===== src/rtl/dijkstra_scheduler.sv =====
// rtl/dijkstra_scheduler.sv - request arbiter, node fetch, engine launch and path streamer
//
// Build option: define DIJKSTRA_TIMEOUT_EN to add the WAIT watchdog (eng_clear pulse + status 10 beat).
//
// Ports:
//   clk, reset_n                      sole clock, asynchronous active-low reset
//   req_valid[1:0], req_ready[1:0]    two requesters; req_ready is the one-hot grant, only in IDLE
//   req_start_id, req_goal_id         {req1, req0} 16-bit node ids
//   node_addr, node_rdata             node RAM read port, data returns one cycle after the address
//   eng_start                         one-cycle engine launch pulse
//   eng_start_node, eng_goal_node     latched node_info records presented to the engine
//   eng_done, eng_success, eng_len    engine completion and result
//   eng_rd_idx, eng_rd_coord          engine path array read port (combinational read)
//   eng_clear                         one-cycle engine soft clear (watchdog expiry)
//   out_valid, out_ready, out_coord,
//   out_last, out_owner, out_status   result stream back to the served requester
//   busy                              high whenever the controller is not IDLE
module dijkstra_scheduler #(
    parameter int NODE_AW        = 8,
    parameter int MAX_PATH       = 100,
    parameter int TIMEOUT_CYCLES = 1000000
) (
    input  logic               clk,
    input  logic               reset_n,
    input  logic [1:0]         req_valid,
    output logic [1:0]         req_ready,
    input  logic [31:0]        req_start_id,
    input  logic [31:0]        req_goal_id,
    output logic [NODE_AW-1:0] node_addr,
    input  logic [271:0]       node_rdata,
    output logic               eng_start,
    output logic [271:0]       eng_start_node,
    output logic [271:0]       eng_goal_node,
    input  logic               eng_done,
    input  logic               eng_success,
    input  logic [15:0]        eng_len,
    output logic [6:0]         eng_rd_idx,
    input  logic [31:0]        eng_rd_coord,
    output logic               eng_clear,
    output logic               out_valid,
    input  logic               out_ready,
    output logic [31:0]        out_coord,
    output logic               out_last,
    output logic               out_owner,
    output logic [1:0]         out_status,
    output logic               busy
);

    typedef enum logic [2:0] {
        S_IDLE, S_FETCH_S, S_FETCH_G, S_LATCH, S_START, S_WAIT, S_STREAM
    } state_t;

    state_t             state;
    logic               rr;
    logic               gnt;
    logic [NODE_AW-1:0] goal_addr;
    logic [6:0]         last_idx;
    logic               path_beat;
    logic               len_ok;
    logic               timeout_hit;

    // When both requesters are valid the round-robin pointer decides;
    // otherwise the single valid requester wins.
    assign gnt       = (&req_valid) ? rr : req_valid[1];
    assign req_ready = (state == S_IDLE && |req_valid) ? (gnt ? 2'b10 : 2'b01) : 2'b00;
    assign len_ok    = (eng_len != 16'd0) && (eng_len <= 16'(MAX_PATH));

    // Error beats carry a zero coordinate; path beats come straight from the
    // engine array, which stays stable while eng_rd_idx is held.
    assign out_coord = path_beat ? eng_rd_coord : 32'd0;

    // Only the low NODE_AW bits of a node id address the RAM.
    logic unused_id_bits;
    assign unused_id_bits = ^{req_start_id[15:NODE_AW], req_start_id[31:16+NODE_AW],
                              req_goal_id[15:NODE_AW], req_goal_id[31:16+NODE_AW]};

`ifdef DIJKSTRA_TIMEOUT_EN
    localparam logic [19:0] TO_LAST = 20'(TIMEOUT_CYCLES - 1);
    logic [19:0] wait_cnt;

    // eng_done in the terminal-count cycle takes priority over the timeout.
    assign timeout_hit = (state == S_WAIT) && !eng_done && (wait_cnt == TO_LAST);

    always_ff @(posedge clk or negedge reset_n) begin
        if (!reset_n) begin
            wait_cnt  <= 20'd0;
            eng_clear <= 1'b0;
        end else begin
            eng_clear <= timeout_hit;
            if (state == S_START)
                wait_cnt <= 20'd0;
            else if (state == S_WAIT)
                wait_cnt <= wait_cnt + 20'd1;
        end
    end
`else
    assign timeout_hit = 1'b0;
    assign eng_clear   = 1'b0;
`endif

    always_ff @(posedge clk or negedge reset_n) begin
        if (!reset_n) begin
            state          <= S_IDLE;
            rr             <= 1'b0;
            busy           <= 1'b0;
            node_addr      <= '0;
            goal_addr      <= '0;
            eng_start      <= 1'b0;
            eng_start_node <= '0;
            eng_goal_node  <= '0;
            eng_rd_idx     <= 7'd0;
            last_idx       <= 7'd0;
            path_beat      <= 1'b0;
            out_valid      <= 1'b0;
            out_last       <= 1'b0;
            out_status     <= 2'b00;
            out_owner      <= 1'b0;
        end else begin
            eng_start <= 1'b0;
            case (state)
                S_IDLE: begin
                    if (|req_valid) begin
                        rr        <= ~gnt;
                        out_owner <= gnt;
                        node_addr <= gnt ? req_start_id[16 +: NODE_AW] : req_start_id[0 +: NODE_AW];
                        goal_addr <= gnt ? req_goal_id[16 +: NODE_AW]  : req_goal_id[0 +: NODE_AW];
                        busy      <= 1'b1;
                        state     <= S_FETCH_S;
                    end
                end
                S_FETCH_S: begin
                    node_addr <= goal_addr;
                    state     <= S_FETCH_G;
                end
                S_FETCH_G: begin
                    eng_start_node <= node_rdata;
                    state          <= S_LATCH;
                end
                S_LATCH: begin
                    eng_goal_node <= node_rdata;
                    eng_start     <= 1'b1;
                    state         <= S_START;
                end
                S_START: begin
                    state <= S_WAIT;
                end
                S_WAIT: begin
                    if (eng_done) begin
                        out_valid  <= 1'b1;
                        eng_rd_idx <= 7'd0;
                        state      <= S_STREAM;
                        if (eng_success && len_ok) begin
                            out_status <= 2'b00;
                            path_beat  <= 1'b1;
                            last_idx   <= eng_len[6:0] - 7'd1;
                            out_last   <= (eng_len[6:0] == 7'd1);
                        end else begin
                            out_status <= eng_success ? 2'b11 : 2'b01;
                            path_beat  <= 1'b0;
                            out_last   <= 1'b1;
                        end
                    end else if (timeout_hit) begin
                        out_valid  <= 1'b1;
                        out_status <= 2'b10;
                        path_beat  <= 1'b0;
                        out_last   <= 1'b1;
                        state      <= S_STREAM;
                    end
                end
                S_STREAM: begin
                    if (out_ready) begin
                        if (out_last) begin
                            out_valid <= 1'b0;
                            out_last  <= 1'b0;
                            path_beat <= 1'b0;
                            busy      <= 1'b0;
                            state     <= S_IDLE;
                        end else begin
                            eng_rd_idx <= eng_rd_idx + 7'd1;
                            out_last   <= ((eng_rd_idx + 7'd1) == last_idx);
                        end
                    end
                end
                default: state <= S_IDLE;
            endcase
        end
    end

endmodule


===== config.mk =====
export PLATFORM = sky130hd
export DESIGN_NAME = dijkstra_scheduler
export DESIGN_NICKNAME = d
export VERILOG_FILES = /design/src/rtl/dijkstra_scheduler.sv
export SDC_FILE = /design/constraint.sdc
export NUM_CORES = 1
export LEC_CHECK = 0
export BUFFER_PORTS_ARGS = -buffer_cell sky130_fd_sc_hd__buf_4
export CAP_MARGIN = 20
export CORE_AREA = 2 2 384 386
export DETAILED_ROUTE_END_ITERATION = 12
export DIE_AREA = 0 0 386 388
export HOLD_SLACK_MARGIN = 0.12
export SYNTH_ARGS = -nofsm -noshare
export SYNTH_HDL_FRONTEND = slang
export SYNTH_SLANG_ARGS = --single-unit
export TNS_END_PERCENT = 5

===== constraint.sdc =====
create_clock -name clk -period 3.49 [get_ports clk]
set_clock_uncertainty 0.2 [all_clocks]
set_input_delay 0 -clock clk [delete_from_list [all_inputs] [get_ports clk]]
set_output_delay 0 -clock clk [all_outputs]
set_load 0.02 [all_outputs]

Yosys cells after proc, flatten, opt, wreduce, memory -nomap -nowiden
Index checks and enable logic that the tools add are counted.

Output and inout port bits: 601. Bits of input ports: 391. Register bits after elaboration: 586. Word-level logic and storage cells: 85.

Mux-type cells: 34. Add/subtract/negate cells: 2. Reduce and logical (&&, ||, !) cells: 19. Order comparisons: 1. Bitwise operators: 1. Equality and inequality tests: 13.

Operators by type and width (number): $mux 32 (1); $mux 8 (3); $mux 7 (3); $pmux 3 s7 (1); $le 16x7->1 const B (1); $pmux 8 s2 (1); $reduce_and 4->1 (4); $reduce_bool 16->1 (1); $pmux 7 s2 (1); $mux 1 (12); $mux 3 (4); $eq 3x3->1 const B (3); $mux 2 (4); $ne 2x2->1 const B (4); $pmux 1 s2 (4); $reduce_and 2->1 (4); $add 7x1->7 const B (1); $eq 7x1->1 const B (1); $eq 7x7->1 (1); $sub 7x1->7 const B (1); $eq 3x2->1 const B (2); $reduce_and 3->1 (2); $reduce_bool 2->1 (3); $eq 3x1->1 const B (1); 5 further kinds (7).

Logic depth before layout (Yosys ltp)
Word-level depth: 6. Mapped depth: 8. Gate-level depth less buffers: 7.

Worst setup path before layout
OpenSTA, ideal clock, no wires.

Path kind: reg2reg. Start: register state[0]. End: register out_last. Period minus slack after synthesis: 2.383 ns. Buffers on the path: 1. Data required time: 3.209 ns. Setup slack: 1.107 ns. Library setup time: 0.081 ns. Stages on the path, launching flop included: 7. Arrival time: 2.102 ns. Cell sequence: dfrtp_1 > buf_6 > nand3b_4 > or3_4 > or4_1 > or4_4 > o211ai_2.

Cells in the longest elaborated chain, start to end: 3. Elaborated cells on any way between the ends: 7. Those cells by class: eq/ne: 4; mux: 1; reduce/logical: 2.

Ends and longest elaborated chain: from (decl) (line 53) `state_t state;`; from (signal assigned) (line 103) `state <= S_IDLE;`; from (signal assigned) (line 128) `state <= S_FETCH_S;`; from (signal assigned) (line 133) `state <= S_FETCH_G;`; $eq 3x3->1 (line 120) `case (state)`; $ne 2x2->1 (no line) or $reduce_bool 2->1 (tied branches); $reduce_and 3->1 (no line); to (signal assigned) (line 156) `out_last <= (eng_len[6:0] == 7'd1);`; to (signal assigned) (line 180) `out_last <= ((eng_rd_idx + 7'd1) == last_idx);`; to (decl) (line 43) `output logic out_last,`.

Several ways; a longest one is shown, not always the timed one. A chain may end at the register's enable or synchronous reset.

Final worst setup path
Start: register state[2]. End: register node_addr[0].

Cells in the longest elaborated chain, start to end: 3. Elaborated cells on any way between the ends: 6. Those cells by class: eq/ne: 2; mux: 1; reduce/logical: 3.

Ends and longest elaborated chain: $logic_not 3->1 or $eq 3x1->1 (tied branches) (line 120); $ne 2x1->1 (no line) or $reduce_bool 2->1 (tied branches); $reduce_and 2->1 (no line); to (signal assigned) (line 125) `node_addr <= gnt ? req_start_id[16 +: NODE_AW] : req_start_id[0 +: NODE_AW];`; to (signal assigned) (line 132) `node_addr <= goal_addr;`; to (decl) (line 29) `output logic [NODE_AW-1:0] node_addr,`.

Several ways; a longest one is shown, not always the timed one.

==> flow_summary.yaml <==
critical_path:
  cp-end-kind: "register"
  cp.required_ps: 3810
  crit_start: "state[2]"
  critPathBufInv: 2
  max_stage_delay_ps: 590
  startpoint_type: "register"
  crit_family: "compound AO/OA/AOI/OAI gates"
  arrival_ps: 3490
  criticalPathCategory: "register to register"
  slowest_stage: "dlygate4sd3_1"
  worstPathCellList: "buf_4 -> or3_1 -> o21bai_2 -> o21a_1 -> a22oi_1 -> o21ai_0 -> dlygate4sd3_1"
  crit_fanout: 22
  rr_startpoint: "state[2]"
worst_hold_path:
  hold_class: "input pin to register"
  min_from: "node_rdata[244]"
place:
  portBuffers: 958
  dpl_cell_area_um2: 32400
  dpl.cell_count: 4829
  hpwl_um: 71700
  globalplace.congestion: 0.903
layout:
  nets: 4045
  fin_area_um2: 41500
  layout-drive-gt1-share_pct: 38.0
  fin_cells: 5628
  area_growth_pct: 83.0
  post-route-util_pct: 28.6
floorplanning:
  io_pins: 992
  core_area_um2: 145000
  start_util_pct: 15.6
  std_cell_rows: 140
  die_area_um2: 150000
  die_h_um: 388
  chipWidth_um: 386
route:
  dr.pass1.iters: 5
  post-route-drc-count: 0
  wl_um: 102000
  vias_per_cell: 3.79
  antenna_left: 0
  wl_per_cell_um: 18.1
  drtIter0Drc: 906
  via_count: 21300
sta:
  relSlewSlack_pct: 29.7
  hold_viol: 0
  worstMarginPinSlew_ps: 1050
  setup_violations: 0
  fin_crit_sh_pct: 90.7
  drv_slew: 0
  fmax_mhz: 316
  setup-tns-final_ps: 0
  period_needed_ps: 3170
  rsz0062_at_grt: "false"
synthesis:
  ys.flop_type: "dfrtp_1"
  synth_top_area_share_pct: 64.7
  synthCells: 2012
  syn_area_per_cell_um2: 11.3
  seq_area_frac_synth_pct: 64.7
  async_reset_ff_share_pct: 100
  synth.area.top_cells: "dfrtp_1, nand2_1, mux2_2"
  synth_fp_nets: 2407
  yosys.cell_types.count: 48
  synth_top_cell_by_area: "dfrtp_1"
  ys_warn_count: 0
  ys_ff_latch: 586
  synth_edf_count: 0
  synth_area_um2: 22700
cts:
  cts_num_sinks: 586
  cts_resized: 0
  clk_pin_slew_ps: 60
  worst_skew_pair.late_latency_ps: 660
  tritoncts: "yes"
  cts_max_level: 3
  clock_path_buffers: 3
  cts-root-buf: "clkbuf_16"
  cts_made_buffers: 71
power:
  p_leak_nw: 20.0
  ir_drop_mv: 0.573
  power_density_nw_per_um2: 921
  power_mw: 38.2
global_routing:
  grt_max_degree: 138
  grt_antenna_before_repair: 20
  grt.total_usage_pct: 13.2
  gr-total-overflow: 0
  grt_pass1_wl_um: 148000
  grt_pass1_vias: 22800
run:
  max_cap_violations: 0
status:
  status: "completed"
-- where the power goes --
group / internal [mW] / leakage (nW) / switching [mW] / total [mW]
combinational: 8.02 / 11.7 / 10.1 / 18.2
sequential: 10.2 / 7.07 / 2.13 / 12.3
clock: 4.54 / 1.18 / 3.19 / 7.73
total: 22.8 / 20.0 / 15.5 / 38.2
-- registers in the layout, indices dropped and copies added (netlist names), 2 cells and up --
name / flops
out_status: 2
eng_goal_node: 272
eng_rd_idx: 7
eng_start_node: 272
goal_addr: 8
node_addr: 8
last_idx: 7
state: 3
-- Yosys cell counts (all sizes together) (2+ instances only) --
cell and count:
buf 22, o211ai 2, or4 4, or3 3, nand2 842, dfrtp 586, and3 2, a21o 3
nor2b 3, o21a 3, ha 4, xor2 4, inv 12, a21oi 6, nand3 6, and2 32
mux2i 12, nor2 17, o31ai 3, nor3 6, a22oi 19, nor4 2, a21boi 2, nand2b 4
o21ai 27, o22ai 3, a31oi 2, xnor2 7, mux2 278, clkbuf 85
-- layout by cell type, fill, tap and decap left out, types with 16 or more instances in the layout --
cell type	n
a22oi_1	19
and2_1	32
buf_4	996
clkbuf_1	16
clkbuf_16	72
dfrtp_1	586
dlygate4sd3_1	664
mux2_2	278
nand2_1	842
nor2_1	16
o21ai_0	27
-- cell families (layout without fill, tap and decap cells) --
kind of cell,count (synthesis),after routing,synth area share [%]
flops,586,586,64.7
other cells,1,9,0.0165
compound gates,75,75,2.13
simple gates,926,926,16.2
fa+ha+maj,4,4,0.221
xor+xnor,11,11,0.425
buf+inv,119,1810,2.07
mux,290,290,14.3
-- area by class of cell --
class | count | area [µm²]
antenna | 8 | 20.0
clock buffer | 99 | 2010
clock inverter | 27 | 420
fill | 14800 | 104000
inverter | 12 | 52.6
multi-input combinational | 1307 | 7570
sequential | 586 | 14700
tap | 1917 | 2400
timing repair buffer | 1672 | 14400
-- path summary, 6_finish.rpt --
path	cells past startpoint	slack, ps	to
max in group asynchronous	4	1990	eng_start_node[266]
min in group asynchronous	4	560	goal_addr[3]
min	3	120	eng_start_node[244]
min reg2reg	2	270	eng_goal_node[106]
max	7	320	node_addr[0]
max reg2reg	7	320	node_addr[0]
-- stage by stage --
| stage | hold slack, ps | setup WS (ps) |
|---|---|---|
| after CTS | 122 | 297 |
| after floorplan | -496 | 1110 |
| after global routing | 145 | 100 |
| after global placement | -74.2 | 859 |
| final | 118 | 325 |
| after detailed placement | -67.0 | 867 |
-- layer usage --
metal | up-vias | GRT usage (%) | routed length [µm]
met5 | - | 0 | 0
met4 | 0 | 5.86 | 4120
met3 | 208 | 3.46 | 7040
met2 | 809 | 23.0 | 51200
met1 | 10500 | 15.1 | 39700
li1 | 9792 | - | -
-- tightest hold or removal path, cell delays in order --
cell and delay [ps]:
dlygate4sd3_1 640, buf_4 150, mux2_2 130
-- repair_timing --
action,4_1_cts,5_1_grt
hold endpoints to repair,1183,0
buffers inserted,0,0
hold buffers,665,0
(Power assumes the default switching activity.)
